`src/rtl/alu_share_if.sv`:
```
// alu_share_if
//   Groups the request, response and ALU-drive signals of alu_share_ctrl.
//   The slave modport is the controller's view. The master modport is the view
//   of the surrounding requester/ALU environment.
//
//   Request side  : req_valid, req_ready, req_operand1_0/1, req_operand2_0/1,
//                   req_control_0/1
//   Response side : resp_valid, resp_ready, resp_result, resp_err
//   ALU side      : alu_operand1, alu_operand2, alu_control, alu_result
//   Status        : busy
interface alu_share_if;
    logic        [1:0] req_valid;
    logic        [1:0] req_ready;
    logic signed [3:0] req_operand1_0;
    logic signed [3:0] req_operand1_1;
    logic signed [3:0] req_operand2_0;
    logic signed [3:0] req_operand2_1;
    logic        [1:0] req_control_0;
    logic        [1:0] req_control_1;
    logic        [1:0] resp_valid;
    logic        [1:0] resp_ready;
    logic signed [7:0] resp_result;
    logic              resp_err;
    logic signed [3:0] alu_operand1;
    logic signed [3:0] alu_operand2;
    logic        [1:0] alu_control;
    logic signed [7:0] alu_result;
    logic              busy;

    modport slave (
        input  req_valid, req_operand1_0, req_operand1_1,
               req_operand2_0, req_operand2_1, req_control_0, req_control_1,
               resp_ready, alu_result,
        output req_ready, resp_valid, resp_result, resp_err,
               alu_operand1, alu_operand2, alu_control, busy
    );

    modport master (
        output req_valid, req_operand1_0, req_operand1_1,
               req_operand2_0, req_operand2_1, req_control_0, req_control_1,
               resp_ready, alu_result,
        input  req_ready, resp_valid, resp_result, resp_err,
               alu_operand1, alu_operand2, alu_control, busy
    );
endinterface

```
`src/rtl/alu_share_ctrl.sv`:
```
// alu_share_ctrl
//   Shares one combinational SimpleALU between two requesters. It arbitrates
//   round-robin, drives the ALU from registers, waits SETTLE cycles and then
//   returns the captured result through a valid/ready handshake.
//
//   Parameters : SETTLE (1..15) cycles the ALU inputs are held before capture
//   Ports      : clk   - rising-edge clock
//                rst_n - asynchronous active-low reset
//                bus   - alu_share_if.slave (request, response, ALU drive, busy)
//   Option     : ALU_SHARE_DIV0_CHK_EN - when defined, a divide by zero bypasses
//                the ALU and answers with result 0 and resp_err = 1. When it
//                is undefined, resp_err is tied to 0.
module alu_share_ctrl #(
    parameter int SETTLE = 1
) (
    input  logic        clk,
    input  logic        rst_n,
    alu_share_if.slave  bus
);

    typedef enum logic [1:0] {IDLE, ISSUE, RESP} state_t;

    localparam logic [3:0] SETTLE_CNT = 4'(SETTLE);

    state_t            state_q, state_d;
    logic        [3:0] cnt_q, cnt_d;
    logic              owner_q, owner_d;
    logic              last_grant_q, last_grant_d;
    logic        [1:0] resp_valid_q, resp_valid_d;
    logic signed [7:0] resp_result_q, resp_result_d;
    logic signed [3:0] alu_op1_q, alu_op1_d;
    logic signed [3:0] alu_op2_q, alu_op2_d;
    logic        [1:0] alu_ctrl_q, alu_ctrl_d;
    logic        [1:0] grant;
    logic              sel;
`ifdef ALU_SHARE_DIV0_CHK_EN
    logic              resp_err_q, resp_err_d;
`endif

    // Round-robin grant, offered only while IDLE. On a tie, the requester
    // that did not win last time is granted.
    always_comb begin
        grant = 2'b00;
        if (state_q == IDLE) begin
            unique case (bus.req_valid)
                2'b01:   grant = 2'b01;
                2'b10:   grant = 2'b10;
                2'b11:   grant = last_grant_q ? 2'b01 : 2'b10;
                default: grant = 2'b00;
            endcase
        end
    end

    assign sel = grant[1];

    // Next-state and datapath loads. A non-zero grant in IDLE is an accept,
    // because a grant bit is only raised where req_valid is high.
    always_comb begin
        state_d       = state_q;
        cnt_d         = cnt_q;
        owner_d       = owner_q;
        last_grant_d  = last_grant_q;
        resp_valid_d  = resp_valid_q;
        resp_result_d = resp_result_q;
        alu_op1_d     = alu_op1_q;
        alu_op2_d     = alu_op2_q;
        alu_ctrl_d    = alu_ctrl_q;
`ifdef ALU_SHARE_DIV0_CHK_EN
        resp_err_d    = resp_err_q;
`endif
        unique case (state_q)
            IDLE: begin
                if (grant != 2'b00) begin
                    owner_d      = sel;
                    last_grant_d = sel;
                    alu_op1_d    = sel ? bus.req_operand1_1 : bus.req_operand1_0;
                    alu_op2_d    = sel ? bus.req_operand2_1 : bus.req_operand2_0;
                    alu_ctrl_d   = sel ? bus.req_control_1  : bus.req_control_0;
                    cnt_d        = SETTLE_CNT;
                    state_d      = ISSUE;
`ifdef ALU_SHARE_DIV0_CHK_EN
                    // Divide by zero is answered directly and never reaches the ALU result path.
                    if (alu_ctrl_d == 2'b11 && alu_op2_d == 4'sd0) begin
                        resp_result_d = 8'sd0;
                        resp_err_d    = 1'b1;
                        resp_valid_d  = grant;
                        state_d       = RESP;
                    end
`endif
                end
            end
            ISSUE: begin
                // A count of 1 or below also covers an illegal SETTLE of 0, which then behaves like 1.
                if (cnt_q <= 4'd1) begin
                    resp_result_d = bus.alu_result;
                    resp_valid_d  = owner_q ? 2'b10 : 2'b01;
                    state_d       = RESP;
`ifdef ALU_SHARE_DIV0_CHK_EN
                    resp_err_d    = 1'b0;
`endif
                end else begin
                    cnt_d = cnt_q - 4'd1;
                end
            end
            RESP: begin
                if (bus.resp_ready[owner_q]) begin
                    resp_valid_d = 2'b00;
                    state_d      = IDLE;
                end
            end
            default: state_d = IDLE;
        endcase
    end

    // State register. last_grant resets to 1 so requester 0 wins the first tie.
    always_ff @(posedge clk or negedge rst_n) begin
        if (!rst_n) begin
            state_q       <= IDLE;
            cnt_q         <= 4'd0;
            owner_q       <= 1'b0;
            last_grant_q  <= 1'b1;
            resp_valid_q  <= 2'b00;
            resp_result_q <= 8'sd0;
            alu_op1_q     <= 4'sd0;
            alu_op2_q     <= 4'sd0;
            alu_ctrl_q    <= 2'b00;
`ifdef ALU_SHARE_DIV0_CHK_EN
            resp_err_q    <= 1'b0;
`endif
        end else begin
            state_q       <= state_d;
            cnt_q         <= cnt_d;
            owner_q       <= owner_d;
            last_grant_q  <= last_grant_d;
            resp_valid_q  <= resp_valid_d;
            resp_result_q <= resp_result_d;
            alu_op1_q     <= alu_op1_d;
            alu_op2_q     <= alu_op2_d;
            alu_ctrl_q    <= alu_ctrl_d;
`ifdef ALU_SHARE_DIV0_CHK_EN
            resp_err_q    <= resp_err_d;
`endif
        end
    end

    assign bus.req_ready    = grant;
    assign bus.resp_valid   = resp_valid_q;
    assign bus.resp_result  = resp_result_q;
    assign bus.alu_operand1 = alu_op1_q;
    assign bus.alu_operand2 = alu_op2_q;
    assign bus.alu_control  = alu_ctrl_q;
    assign bus.busy         = (state_q != IDLE);
`ifdef ALU_SHARE_DIV0_CHK_EN
    assign bus.resp_err     = resp_err_q;
`else
    assign bus.resp_err     = 1'b0;
`endif

endmodule

```
`src/flat_wrapper.sv`:
```
// flat-port wrapper written by rule: the top's interface ports become plain ports
module alu_share_ctrl_flat 
#(
    parameter int SETTLE = 1
)
  (clk, rst_n, bus_req_valid, bus_req_operand1_0, bus_req_operand1_1, bus_req_operand2_0, bus_req_operand2_1, bus_req_control_0, bus_req_control_1, bus_resp_ready, bus_alu_result, bus_req_ready, bus_resp_valid, bus_resp_result, bus_resp_err, bus_alu_operand1, bus_alu_operand2, bus_alu_control, bus_busy);
  alu_share_if bus_i ();
  input  logic clk;
  input  logic rst_n;
  input wire logic [$bits(bus_i.req_valid)-1:0] bus_req_valid;
  input wire logic [$bits(bus_i.req_operand1_0)-1:0] bus_req_operand1_0;
  input wire logic [$bits(bus_i.req_operand1_1)-1:0] bus_req_operand1_1;
  input wire logic [$bits(bus_i.req_operand2_0)-1:0] bus_req_operand2_0;
  input wire logic [$bits(bus_i.req_operand2_1)-1:0] bus_req_operand2_1;
  input wire logic [$bits(bus_i.req_control_0)-1:0] bus_req_control_0;
  input wire logic [$bits(bus_i.req_control_1)-1:0] bus_req_control_1;
  input wire logic [$bits(bus_i.resp_ready)-1:0] bus_resp_ready;
  input wire logic [$bits(bus_i.alu_result)-1:0] bus_alu_result;
  output wire logic [$bits(bus_i.req_ready)-1:0] bus_req_ready;
  output wire logic [$bits(bus_i.resp_valid)-1:0] bus_resp_valid;
  output wire logic [$bits(bus_i.resp_result)-1:0] bus_resp_result;
  output wire logic [$bits(bus_i.resp_err)-1:0] bus_resp_err;
  output wire logic [$bits(bus_i.alu_operand1)-1:0] bus_alu_operand1;
  output wire logic [$bits(bus_i.alu_operand2)-1:0] bus_alu_operand2;
  output wire logic [$bits(bus_i.alu_control)-1:0] bus_alu_control;
  output wire logic [$bits(bus_i.busy)-1:0] bus_busy;
  assign bus_i.req_valid = bus_req_valid;
  assign bus_i.req_operand1_0 = bus_req_operand1_0;
  assign bus_i.req_operand1_1 = bus_req_operand1_1;
  assign bus_i.req_operand2_0 = bus_req_operand2_0;
  assign bus_i.req_operand2_1 = bus_req_operand2_1;
  assign bus_i.req_control_0 = bus_req_control_0;
  assign bus_i.req_control_1 = bus_req_control_1;
  assign bus_i.resp_ready = bus_resp_ready;
  assign bus_i.alu_result = bus_alu_result;
  assign bus_req_ready = bus_i.req_ready;
  assign bus_resp_valid = bus_i.resp_valid;
  assign bus_resp_result = bus_i.resp_result;
  assign bus_resp_err = bus_i.resp_err;
  assign bus_alu_operand1 = bus_i.alu_operand1;
  assign bus_alu_operand2 = bus_i.alu_operand2;
  assign bus_alu_control = bus_i.alu_control;
  assign bus_busy = bus_i.busy;
  alu_share_ctrl #(.SETTLE(SETTLE)) u_core (.clk(clk), .rst_n(rst_n), .bus(bus_i));
endmodule
```
`config.mk`:
```
export PLATFORM = sky130hd
export DESIGN_NAME = alu_share_ctrl_flat
export DESIGN_NICKNAME = d
export VERILOG_FILES = /design/src/rtl/alu_share_if.sv /design/src/rtl/alu_share_ctrl.sv /design/src/flat_wrapper.sv
export SDC_FILE = /design/constraint.sdc
export NUM_CORES = 1
export LEC_CHECK = 0
export CAP_MARGIN = 40
export CORE_MARGIN = 10
export CORE_UTILIZATION = 44
export CTS_BUF_LIST = sky130_fd_sc_hd__clkbuf_2 sky130_fd_sc_hd__clkbuf_4 sky130_fd_sc_hd__clkbuf_8
export CTS_CLUSTER_SIZE = 24
export DETAILED_ROUTE_END_ITERATION = 6
export GPL_TIMING_DRIVEN = 1
export PLACE_DENSITY = 0.9
export SLEW_MARGIN = 20
export SYNTH_ARGS = -nofsm -noshare
export SYNTH_HDL_FRONTEND = slang
export SYNTH_SLANG_ARGS = --single-unit
```
`constraint.sdc`:
```
create_clock -name clk -period 2.3 [get_ports clk]
set_input_delay 0.46 -clock clk [delete_from_list [all_inputs] [get_ports clk]]
set_output_delay 0.46 -clock clk [all_outputs]
set_load 0.005 [all_outputs]
```
* Word level (Yosys, flattened, before mapping)
Index checks and enable logic that the tools add are counted.
Storage, ports and cells: register bits 28, output and inout port bits 24, memory bits (read-only) 0, RAM bits 0, memories 0, latch bits 0, logic and storage cells 49, input port bits 34
Cells by class: shifts and indexed selects 0, equality and inequality tests 9, reduce and logical (&&, ||, !) cells 10, add/subtract/negate cells 1, bitwise gates (word level) 0, div/mod/pow operators 0, order comparisons 2, multipliers 0, muxes and demuxes 18
Operator list (number):
- two-way mux 2 bit | 8
- two-way mux 4 bit | 4
- one-hot mux 2 bit (3 select lines) | 2
- AND reduction 3 bit | 3
- one-hot mux 4 bit (2 select lines) | 1
- nonzero test 2 bit | 4
- equality test 2 bit (second input constant) | 3
- equality test 2 x 1 -> 1 bit (second input constant) | 2
- <= comparator 4 x 1 -> 1 bit (second input constant) | 1
- inequality test 2 x 1 -> 1 bit (second input constant) | 2
- inequality test 2 bit (second input constant) | 2
- one-hot mux 2 bit (2 select lines) | 1
- AND reduction 2 bit | 2
- subtractor 4 x 1 -> 4 bit (second input constant) | 1
- zero test 2 bit | 1
- less-than comparator 1 x 2 -> 1 bit (second input constant) | 1
- two-way mux 1 bit | 2

* Depth between registers and ports, before layout
Gate-level depths: netlist (run 1).
depth in word-level cells 6, depth in mapped cells 7, mapped depth without buffers 6

* Least setup slack after synthesis (run 1)
OpenSTA, ideal clock, no wires.
kind reg2reg, start point reg u_core.state_q[1], end point reg u_core.resp_result_q[0] (netlist: u_core.bus.resp_result[0]), cell stages (with the launch flop) 6, setup slack 0.676 ns, period minus slack after synthesis 1.624 ns, buffers on the path 0, required time 2.175 ns, arrival time 1.499 ns, cells stage by stage dfrtp_1 > inv_1 > ha_1 > inv_2 > nor3_4 > mux2_2
On the way: longest elaborated chain between the ends 2
Ends and longest elaborated chain:
- start: declaration | line alu_share_ctrl.sv:25 | state_t state_q, state_d;
- start signal: assignment | line alu_share_ctrl.sv:131 | state_q <= state_d;
- equality test 2 x 1 -> 1 bit | line alu_share_ctrl.sv:71 | unique case (state_q)
- AND reduction 2 bit (no source line)
- end signal: assignment | line alu_share_ctrl.sv:136 | resp_result_q <= resp_result_d;
- end: declaration | line alu_share_ctrl.sv:30 | logic signed [7:0] resp_result_q, resp_result_d;
Every way passes these cells. A chain may end at the register's enable or synchronous reset.

* Worst setup path after layout (run 1)
start point reg u_core.state_q[1], end point out bus_busy
On the way: longest elaborated chain between the ends 1
Ends and longest elaborated chain:
- nonzero test 2 bit | line alu_share_ctrl.sv:152 | assign bus.busy = (state_q != IDLE);
- end: declaration | line flat_wrapper.sv:26 | output wire logic [$bits(bus_i.busy)-1:0] bus_busy;
Every way passes these cells.

==> results of run 1 <==
worst paths after layout:
check                                                 from                    endpoint  slack, ns  depth (start not counted)
worst max-delay path                     u_core.state_q[1]                    bus_busy       0.08                          5
worst min-delay path                                 rst_n   u_core.bus.resp_result[1]       0.50                          2
worst max register to register           u_core.state_q[1]   u_core.bus.resp_result[4]       0.37                          5
worst min register to register  u_core.bus.alu_operand1[3]  u_core.bus.alu_operand1[3]       0.50                          2
max in group asynchronous                            rst_n         u_core.last_grant_q       1.49                          2
min in group clk                u_core.bus.alu_operand1[3]  u_core.bus.alu_operand1[3]       0.50                          2
layout make-up:
class | count | area (µm²) | area share (%)
clock buffer | 4 | 36.3 | 1.72
inverter | 10 | 37.5 | 1.78
multi-input combinational | 101 | 674 | 32.0
sequential | 28 | 702 | 33.3
tap | 44 | 55.1 | 2.61
timing repair buffer | 62 | 604 | 28.6
layout by cell type, fill, tap and decap left out, types with 2 or more instances in the layout:
| cell type | Yosys | final |
|---|---|---|
| a21oi_1 | 6 | 6 |
| dfrtp_1 | 27 | 27 |
| ha_1 | 5 | 4 |
| nor2_1 | 7 | 7 |
| nand2_1 | 18 | 18 |
| nand3_1 | 4 | 4 |
| clkbuf_4 | 0 | 3 |
| inv_1 | 9 | 9 |
| nor3_1 | 2 | 2 |
| a31oi_1 | 3 | 3 |
| buf_4 | 3 | 6 |
| o21ai_0 | 17 | 17 |
| mux2_2 | 8 | 8 |
| clkdlybuf4s50_1 | 0 | 55 |
| nor2b_1 | 3 | 3 |
| or2_2 | 3 | 3 |
| mux2i_1 | 10 | 10 |
where the power goes:
group / total [W] / leakage (nW) / internal [W] / switching [W]
sequential: 0.000863 / 0.338 / 0.000725 / 0.000138
clock: 0.000236 / 0.0210 / 0.0000967 / 0.000140
combinational: 0.00137 / 0.595 / 0.000780 / 0.000595
worst reg2reg max path: cells and delay by family (launching register included):
kind / cells / cell delay, ns
flip-flops: 1 / 0.43
multiplexers: 1 / 0.40
buffers and inverters: 2 / 0.21
adder cells (fa/ha/maj): 1 / 0.35
AND/OR/NAND/NOR: 1 / 0.42
stage by stage:
stage                     setup WS, ns  cells
after floorplan                  0.676    144
after global placement          0.0558    244
after detailed placement        0.0248    244
after CTS                       0.0512    248
after global routing           0.00188    249
final                           0.0769    249
what timing repair did:
item,in CTS,in global routing
setup buffers,0,1
endpoints found under the setup margin,1,1
gates resized for setup,2,0
hold buffers,0,0
registers in the layout, summed over array words and instances (netlist names):
register	cells
u_core.cnt_q	4
u_core.owner_q	1
u_core.bus.resp_result	8
u_core.bus.alu_operand2	4
u_core.last_grant_q	1
u_core.state_q	2
u_core.bus.alu_control	2
u_core.bus.alu_operand1	4
u_core.bus.resp_valid	2
kinds of logic (layout without fill, tap and decap cells):
group	Yosys count	count (layout)
mux	18	18
other cells	1	1
fa+ha+maj	5	5
compound gates	35	35
simple gates	42	42
buf+inv	15	76
flops	28	28
routing by layer:
layer / global-route usage [%] / share of wire [%] / vias up / wire length (µm)
li1: - / - / 615 / -
met1: 13.1 / 40 / 570 / 1460
met2: 22.1 / 53 / 38 / 1940
met3: 4.08 / 7.4 / 2 / 274
met4: 2.74 / 0.35 / 0 / 13
met5: 0 / 0 / - / 0
==> flow_summary.json, run 1 <==
{
  "worstPathCellList": "inv_1, ha_2, buf_4, inv_1, clkdlybuf4s50_1",
  "drc_errors": 0,
  "vias_per_cell": 4.92,
  "dpl_cell_area_um2": 2060,
  "clk_pin_slew_ns": 0.15,
  "ys_async_sr_fraction_pct": 100,
  "drtIter0Drc": 61,
  "final-setup-viol-count": 0,
  "min_period_ns": 2.22,
  "yosys-top-cells-count": "dfrtp_1, nand2_1, o21ai_0",
  "crit_slowest_cell": "clkdlybuf4s50_1",
  "cts-root-buf": "clkbuf_4",
  "clock.fmax_mhz": 450,
  "drive_gt1_share_pct": 13.7,
  "synth.area.top_cells": "dfrtp_1, mux2i_1, mux2_2",
  "ctsHtreeMaxLevel": 1,
  "synth.area.mux_share_pct": 13.2,
  "grt_setup_unrepaired": "false",
  "die_y_um": 77.3,
  "clk_latency_ns": 0.32,
  "antenna_found_initial": 0,
  "seq_area_frac_synth_pct": 48.7,
  "skew_ns": 0.00703,
  "portBuffers": 56,
  "arrival_ns": 1.76,
  "ir_drop_mv": 0.553,
  "ios": 58,
  "drv_cap": 0,
  "hpwlAfterDp_mm": 3.02,
  "yosys.area_share.simple_pct": 14.4,
  "period_share_pct": 96.7,
  "grt_max_degree": 29,
  "track_usage_pct": 12.1,
  "die_area_um2": 5970,
  "synthCells": 144,
  "routed_wl_mm": 3.69,
  "power_w": 0.00247,
  "postRouteAntennaNets": 0,
  "ys_types": 34,
  "clk_path_buf_depth": 2,
  "crit_buf_inv": 4,
  "place.gp.congestion": 0.786,
  "yosysWarningCount": 0,
  "p_leak_nw": 0.954,
  "avgSynthCellArea_um2": 10.0,
  "synth_nets": 183,
  "fillers": 269,
  "numCtsBuffers": 3,
  "clock-sinks": 28,
  "diodes": 0,
  "synth_xor_area_share_pct": 0,
  "status": "complete, no violations",
  "synth_top_family_by_area": "simple AND/OR/NAND/NOR gates",
  "ys.flop_type": "dfrtp_1",
  "cp_data_required_time_ns": 1.84,
  "grt_pass1_wl_mm": 6.05,
  "die_w_um": 77.3,
  "crit_path_end_kind": "output pin",
  "synth_edf_count": 0,
  "synth.most_common_cell": "dfrtp_1",
  "fp.coreArea_um2": 3100,
  "syn_area_um2": 1440,
  "area_growth_pct": 46.2,
  "vias": 1225,
  "final_hold_viol_count": 0,
  "yosysTopAreaCellShare_pct": 46.8,
  "synth_top_area_cell": "dfrtp_1",
  "slew_viol_final": 0,
  "p_per_area_nw_per_um2": 1170,
  "ys_ff_latch": 28,
  "synth_fa_ha_area_share_pct": 4.34,
  "hold_ws_ns": 0.496,
  "fin_area_um2": 2110,
  "max_stage_delay_ns": 0.51,
  "hold_path.class": "in -> async",
  "dr.pass1.iters": 4,
  "crit_path_frequent_cell": "inv_1",
  "initial_core_util_pct": 46.5,
  "rows": 20,
  "crit_fanout": 8,
  "start_kind": "flip-flop",
  "grt_overflow": 0,
  "nets": 245,
  "cp_top_family": "buffers and inverters",
  "setup_tns_ns": 0,
  "critPathKind": "reg -> out",
  "wl_per_cell_um": 14.8,
  "synth_compound_area_share_pct": 14.4,
  "cts_tree": "built",
  "grt_pass1_vias": 1323,
  "final_util_pct": 68.0
}
No activity file was read; power rests on OpenSTA's default activity.
==> run 2, diff against run 1 <==
GPL_TIMING_DRIVEN = default   (was 1)
SKIP_LAST_GASP = 1   (was default)
==> results of run 2 <==
Final layout, timing and power as in run 1 (identical DEF).
